===== src/rtl/moving_average_pow2.sv =====
// Streaming moving-average filter with a run-time power-of-two window, signed data,
// warm-up tracking, restart on window change/clear and round-half-up division.
`timescale 1ns/1ps
module moving_average_pow2 #(
  parameter  int DATA_W       = 16,
  parameter  int MAX_LOG2_WIN = 6,
  localparam int LOG2_W       = $clog2(MAX_LOG2_WIN + 1)
) (
  input  logic                     clk,
  input  logic                     reset,
  input  logic                     in_valid,
  input  logic signed [DATA_W-1:0] in_data,
  input  logic [LOG2_W-1:0]        log2_window,
  input  logic                     clear,
  output logic                     out_valid,
  output logic signed [DATA_W-1:0] out_data,
  output logic                     out_full
);

  localparam int DEPTH = 1 << MAX_LOG2_WIN;
  localparam int PTR_W = MAX_LOG2_WIN;
  localparam int CNT_W = MAX_LOG2_WIN + 1;
  localparam int SUM_W = DATA_W + MAX_LOG2_WIN;

  logic signed [DATA_W-1:0] ring [DEPTH];

  logic [LOG2_W-1:0]       active_l, l_clamped, eff_l;
  logic                    restart;
  logic [CNT_W-1:0]        fill_cnt, eff_fill, win_size, next_fill;
  logic signed [SUM_W-1:0] sum, eff_sum, old_ext, in_ext, next_sum;
  logic [PTR_W-1:0]        wr_ptr, rd_ptr;

  logic                    s1_valid, s1_full;
  logic signed [SUM_W-1:0] s1_sum;
  logic [LOG2_W-1:0]       s1_l;
  logic signed [SUM_W-1:0] rnd, biased, shifted;

  logic                    s2_valid, s2_full;
  logic signed [DATA_W-1:0] s2_data;

  // A restart this cycle means the incoming sample already sees the new window and empty history
  always_comb begin
    l_clamped = (log2_window > LOG2_W'(MAX_LOG2_WIN)) ? LOG2_W'(MAX_LOG2_WIN) : log2_window;
    restart   = clear || (l_clamped != active_l);
    eff_l     = restart ? l_clamped : active_l;
    eff_fill  = restart ? '0 : fill_cnt;
    eff_sum   = restart ? '0 : sum;
    win_size  = CNT_W'(1) << eff_l;
    rd_ptr    = wr_ptr - PTR_W'(win_size);
    in_ext    = {{MAX_LOG2_WIN{in_data[DATA_W-1]}}, in_data};
    old_ext   = (eff_fill == win_size)
                ? {{MAX_LOG2_WIN{ring[rd_ptr][DATA_W-1]}}, ring[rd_ptr]} : '0;
    next_sum  = eff_sum + in_ext - old_ext;
    next_fill = (eff_fill == win_size) ? eff_fill : eff_fill + CNT_W'(1);
  end

  always_ff @(posedge clk) begin
    if (reset && in_valid) ring[wr_ptr] <= in_data;
  end

  always_ff @(posedge clk or negedge reset) begin
    if (!reset) begin
      active_l <= '0;
      sum      <= '0;
      fill_cnt <= '0;
      wr_ptr   <= '0;
      s1_valid <= 1'b0;
      s1_sum   <= '0;
      s1_l     <= '0;
      s1_full  <= 1'b0;
    end else begin
      active_l <= l_clamped;
      s1_valid <= in_valid;
      if (in_valid) begin
        sum      <= next_sum;
        fill_cnt <= next_fill;
        wr_ptr   <= wr_ptr + PTR_W'(1);
        s1_sum   <= next_sum;
        s1_l     <= eff_l;
        s1_full  <= (next_fill == win_size);
      end else if (restart) begin
        sum      <= '0;
        fill_cnt <= '0;
      end
    end
  end

  // Adding half the window before the arithmetic shift gives round-half-up for signed sums
  always_comb begin
    rnd     = (s1_l == '0) ? '0 : (SUM_W'(1) << (s1_l - LOG2_W'(1)));
    biased  = s1_sum + rnd;
    shifted = biased >>> s1_l;
  end

  always_ff @(posedge clk or negedge reset) begin
    if (!reset) begin
      s2_valid  <= 1'b0;
      s2_data   <= '0;
      s2_full   <= 1'b0;
      out_valid <= 1'b0;
      out_data  <= '0;
      out_full  <= 1'b0;
    end else begin
      s2_valid  <= s1_valid;
      if (s1_valid) begin
        s2_data <= shifted[DATA_W-1:0];
        s2_full <= s1_full;
      end
      out_valid <= s2_valid;
      if (s2_valid) begin
        out_data <= s2_data;
        out_full <= s2_full;
      end
    end
  end

endmodule


===== config.mk =====
export PLATFORM = sky130hd
export DESIGN_NAME = moving_average_pow2
export DESIGN_NICKNAME = d
export VERILOG_FILES = /design/src/rtl/moving_average_pow2.sv
export SDC_FILE = /design/constraint.sdc
export NUM_CORES = 1
export LEC_CHECK = 0
export CORE_MARGIN = 2
export CORE_UTILIZATION = 50
export DETAILED_ROUTE_END_ITERATION = 10
export PLACE_DENSITY_LB_ADDON = 0.3
export SLEW_MARGIN = 15
export SYNTH_ARGS = -nofsm -noshare
export SYNTH_HDL_FRONTEND = slang
export SYNTH_SLANG_ARGS = --single-unit
export TNS_END_PERCENT = 100

===== constraint.sdc =====
create_clock -name clk -period 7.8 [get_ports clk]
set_input_delay 1.56 -clock clk [delete_from_list [all_inputs] [get_ports clk]]
set_output_delay 1.56 -clock clk [all_outputs]
set_load 0.005 [all_outputs]

# Yosys cells after proc, flatten, opt, wreduce, memory -nomap -nowiden
# Memories as Yosys holds them, arrays and structs flattened.
# Cells that the tools add are included.
dict set report op_classes {
  n_reduce_logical 3
  magnitude_cmp 1
  eq_ne 3
  shifts 3
  mux 11
  add_sub_neg 7
}
# operator count
set ops {}
lappend ops {{2-to-1 mux 22 bit} 4}
lappend ops {{adder 22 x 16 -> 22 bit} 1}
lappend ops {{adder 22 bit} 1}
lappend ops {{<< shifter 1 x 3 -> 22 bit, first input constant} 1}
lappend ops {{>>> shifter 22 x 3 -> 16 bit} 1}
lappend ops {{subtractor 22 bit} 1}
lappend ops {{2-to-1 mux 7 bit} 3}
lappend ops {{== test 7 bit} 2}
lappend ops {{adder 7 x 1 -> 7 bit, second input constant} 1}
lappend ops {{<< shifter 1 x 3 -> 7 bit, first input constant} 1}
lappend ops {{adder 6 x 1 -> 6 bit, second input constant} 1}
lappend ops {{2-to-1 mux 3 bit} 2}
lappend ops {{subtractor 6 bit} 1}
lappend ops {{> comparator 3 bit, second input constant} 1}
lappend ops {{logical NOT 3 bit} 1}
lappend ops {{inequality test 3 bit} 1}
lappend ops {{subtractor 3 x 1 -> 3 bit, second input constant} 1}
lappend ops {{2-to-1 mux 1 bit} 2}
lappend ops {{logical AND 1 bit} 1}
lappend ops {{logical OR 1 bit} 1}
dict set report word_totals {
  mem_bits_rw 1024
  mem_count 1
  reg_bits 101
  output_inout_bits 18
  input_bits 23
}
# name words width read_ports rd_clocked_by_memory_dff wr line
set mem_list {}
lappend mem_list {ring 64 16 1 0 1 25} ;# logic signed [DATA_W-1:0] ring [DEPTH];

# Longest topological paths before layout
# An unclocked memory read counts as a cell.
dict set report depth {
  word_depth 11
  depth_mapped 26
  mapped_depth_nobuf 24
}

# Worst setup path after synthesis
# OpenSTA, ideal clock, no wires.
dict set report synth_path {
  path_type {input port to flip-flop}
  from {input log2_window[2]}
  to {register sum[18]}
  required_time_ns 7.663
  path_buffers 4
  slack_ns 0.163
  setup_ns 0.137
  arrival_time_ns 7.500
  stages 21
  path_cell_list {buf_2 clkbuf_1 nor2_1 fa_1 xnor2_1 clkbuf_1 clkbuf_1 mux4_2 mux4_2 and2_1 o311a_1 fa_1 inv_1 ha_1 and3_1 a211oi_1 a311oi_1 a221oi_1 o21bai_1 a211oi_1 o22ai_1}
}
dict set report synth_via {
  elab_chain_cells 11
  elab_cells_between_ends 15
  classes_between {add/sub: 3; order compare: 1; eq/ne: 2; shift: 1; mux: 6; reduce/logical: 1; memory: 1}
}
# item line
set synth_rtl {}
lappend synth_rtl {{from (decl)} 13} ;# input logic [LOG2_W-1:0] log2_window,
lappend synth_rtl {{> comparator 3 bit} 43} ;# l_clamped = (log2_window > LOG2_W'(MAX_LOG2_WIN)) ? LOG2_W'(MAX_LOG2_WIN) : log2_window;
lappend synth_rtl {{2-to-1 mux 3 bit (*)} 43}
lappend synth_rtl {{inequality test 3 bit} 44} ;# restart = clear || (l_clamped != active_l);
lappend synth_rtl {{logical OR 1 bit} 44}
lappend synth_rtl {{2-to-1 mux 3 bit} 45} ;# eff_l = restart ? l_clamped : active_l;
lappend synth_rtl {{<< shifter 1 x 3 -> 7 bit} 48} ;# win_size = CNT_W'(1) << eff_l;
lappend synth_rtl {{subtractor 6 bit} 49} ;# rd_ptr = wr_ptr - PTR_W'(win_size);
lappend synth_rtl {{memory read (64 x 16 bit)} -}
lappend synth_rtl {{2-to-1 mux 22 bit} 52} ;# ? {{MAX_LOG2_WIN{ring[rd_ptr][DATA_W-1]}}, ring[rd_ptr]} : '0;
lappend synth_rtl {{subtractor 22 bit} 53} ;# next_sum = eff_sum + in_ext - old_ext;
lappend synth_rtl {{2-to-1 mux 22 bit (*)} 74} ;# if (in_valid) begin
lappend synth_rtl {{to (signal assigned)} 75} ;# sum <= next_sum;
lappend synth_rtl {{to (decl)} 30} ;# logic signed [SUM_W-1:0] sum, eff_sum, old_ext, in_ext, next_sum;
# Mark *: on every way between the ends. The rest lies on a longest branch, timed or not.
# A chain may end at the register's enable or synchronous reset.

# Worst setup path in the final report
# Ends and elaborated chain as after synthesis.

==> flow_summary_export.csv <==
group,metric,value,unit
cells_and_area,drive_gt1_frac,0.281,
worst_setup_path,timing.critical_path.slowest_cell_delay,0.66,ns
cells_and_area,final_nets,2862,
clock_tree,cts.htree.levels,3,
worst_setup_path,timing.rr.start,"wr_ptr[0]",
synth,yosysTopAreaCellShare,0.655,
placed_design,hpwl,68.1,mm
detailed_routing,drtIter0Drc,2457,
synth,ys_types,72,
worst_setup_path,crit_top_cell,"buf_4",
worst_hold_path,holdCritStartpoint,"s2_data[14]",
floorplan,core_area,0.0932,mm²
global_route,grt_pass1_vias,25393,
worst_setup_path,r2r-end,"sum[18]",
sta,hold_violations,0,
sta,worst_pin_slew,0.919,ns
synth,synth_top_area_cell,"edfxtp_1",
detailed_routing,num_vias,24863,
sta,setup_viol,0,
cells_and_area,diodes,0,
worst_setup_path,r2r_setup_slack,1.43,ns
global_route,grt_overflow,0,
worst_setup_path,critPathKind,"input port to register",
synth,synth_edf_count,1024,
floorplan,start_util,0.503,
detailed_routing,ant_nets,0,
detailed_routing,wl_per_cell,26.8,µm
power_and_ir_drop,internal-power,15000,µW
worst_setup_path,crit_slowest_cell,"clkdlybuf4s50_1",
floorplan,die_h,310,µm
run,cap_violations,0,
clock_tree,cts-root-buf,"clkbuf_16",
clock_tree,cts.sinks,1125,
sta,finalMaxSlewViolations,0,
sta,timing.final.ws_setup,0.420,ns
worst_setup_path,required,8.34,ns
run_status,status,"complete, no violations",
worst_setup_path,critPathLaunchType,"input port",
synth,synthCells,2491,
clock_tree,clk_latency,0.71,ns
sta,finalCritPeriodShare,0.946,
synth,syn_avg_cell_area,18.8,µm²
power_and_ir_drop,finalPower,22300,µW
cells_and_area,final_core_util,0.583,
placed_design,pre_cts_ws,-0.291,ns
worst_hold_path,hold_class,"register to register",
worst_hold_path,hold_end,"s2_data[14]",
clock_tree,cts_tree,"done",
global_route,antenna_found_initial,2,
worst_hold_path,hold_depth,2,
floorplan,dieArea,0.0963,mm²
power_and_ir_drop,p_seq_frac,0.319,
global_route,grt_pass1_wl,164,mm
detailed_routing,wl,110,mm
synth,yosys-top-cells-area,"edfxtp_1 66%, mux4_2 15%, dfrtp_1 5.4%, mux2i_1 1.0%, nand2_1 1.0%",
worst_setup_path,rr_worst_depth,23,
sta,fmax,135,MHz
worst_setup_path,crit_arrival,7.92,ns
cells_and_area,syn2layout_area_growth,15.9,%
worst_setup_path,cp_top_family,"buffers and inverters",
global_route,grt_max_degree,73,
worst_setup_path,worst-path-stages,25,
placed_design,place_congestion,0.909,
placed_design,place_area,0.0507,mm²
power_and_ir_drop,power_frac_comb,0.440,
synth,synthTopCellsByCount,"1024 x edfxtp_1, 319 x mux4_2, 130 x nand2_1, 127 x nor2_1, 101 x dfrtp_1",
clock_tree,cts.clk_slew.worst_paths,0.05,ns
clock_tree,clockBufferDepth,3,
synth,synth_warnings,0,
power_and_ir_drop,irDropWorstVdd,0.283,mV
sta,slew_headroom,0.383,
floorplan,fp-row-count,112,
power_and_ir_drop,power.density,411,mW/mm²
synth,synth_fp_nets,2574,
clock_tree,cts_made_buffers,110,
worst_setup_path,cp_num_buf_inv,9,
sta,period_needed,7.38,ns
synth,synth.most_common_cell,"edfxtp_1",
floorplan,ios,41,
sta,rsz0062_at_grt,"false",
power_and_ir_drop,clkPwrFrac,0.241,
synth,ys_seq_elements,1125,
detailed_routing,avgViaCountPerCell,6.03,
power_and_ir_drop,p_sw_frac,0.330,
power_and_ir_drop,p_sw,7370,µW
global_route,grt_use_total,0.235,
worst_setup_path,critPathCaptureType,"register",
detailed_routing,dr.pass1.iters,8,
synth,netlist_area,0.0469,mm²
placed_design,numPortBuffers,40,
detailed_routing,drcViolationCount,0,
synth,postSynth.asyncResetShare,0.0898,
power_and_ir_drop,p_leak,0.0185,µW
synth,yosysSeqAreaShare,0.709,
cells_and_area,design_area,0.0544,mm²
sta,fin_skew,0.0331,ns
synth,ys.flop_type,"edfxtp_1",
floorplan,die_width,310,µm
worst_setup_path,crit_fanout,21,
## cell usage in the layout, fill, tap and decap left out, types with 37 or more instances in the layout
cell type / netlist / routed
dfrtp_1: 101 / 101
ha_1: 37 / 37
o21ai_0: 75 / 75
mux4_2: 319 / 319
a21oi_1: 50 / 50
nor2_1: 127 / 127
buf_4: 1 / 241
edfxtp_1: 1024 / 1024
inv_1: 94 / 94
mux2i_1: 49 / 49
clkbuf_16: 0 / 111
nand2_1: 130 / 130
## cells by family (layout without fill, tap and decap cells)
| group | after synthesis | in the layout | synth area share |
|---|---|---|---|
| fa+ha+maj | 60 | 60 | 0.0197 |
| other cells | 1 | 1 | 0.0000799 |
| compound gates | 250 | 250 | 0.0350 |
| flops | 1125 | 1125 | 0.709 |
| buf+inv | 225 | 606 | 0.0190 |
| simple gates | 381 | 381 | 0.0369 |
| mux | 393 | 393 | 0.170 |
| xor+xnor | 56 | 56 | 0.0105 |
## tightest hold or removal path, stage by stage (launching register included)
cell	delay, ns
dfrtp_1	0.35
nand2_1	0.05
o41ai_1	0.05
## registers in the layout, indices dropped and copies added, names as in the netlist, 3 cells and up
| name | cells |
|---|---|
| fill_cnt | 7 |
| s1_l | 3 |
| ring | 1024 |
| active_l | 3 |
| sum | 22 |
| wr_ptr | 6 |
| s2_data | 16 |
| out_data | 16 |
| s1_sum | 22 |
## metal layers
metal,GRT usage,share of wire,vias to the layer above
met4,0.0709,0.027,2
li1,-,-,10616
met2,0.381,0.49,999
met1,0.329,0.41,13082
met5,0,0.00012,-
met3,0.0399,0.073,164
## through the flow
stage                     setup TNS [ns]  instances  hold WS (ns)
after CTS                              0       4126         0.499
after global routing                   0       4126         0.522
after global placement             -1.60       3921         0.470
final                                  0       4126         0.492
after floorplan                        0       2491         0.352
after detailed placement           -2.30       3921         0.484
## power by group through the flow
stage	clock network (µW)	registers, µW	logic [µW]
after floorplan	0	7130	5910
after global placement	0	7220	9640
final	5380	7120	9830
after detailed placement	0	7240	9790
after CTS	5470	7110	9840
after global routing	5710	7150	10500
## worst max path at each step
stage,from,endpoint
2_1_floorplan,log2_window[2],sum[18]
3_3_place_gp,log2_window[1],sum[18]
3_5_place_dp,log2_window[1],sum[18]
4_1_cts,log2_window[1],sum[18]
5_1_grt,log2_window[1],sum[18]
6_report,log2_window[2],sum[18]
## final cells by class
cell class,count,area (µm²)
clock inverter,69,811
tap,1254,1570
inverter,96,360
fill,6741,38800
multi-input combinational,1141,12800
clock buffer,136,2870
timing repair buffer,305,2660
sequential,1125,33300
## what timing repair did
item / in CTS / in global routing
buffers inserted: 0 / 0
hold buffers: 0 / 0
resized for setup: 0 / 2
setup endpoints to repair: 0 / 1
No activity file was read; power rests on OpenSTA's default activity.
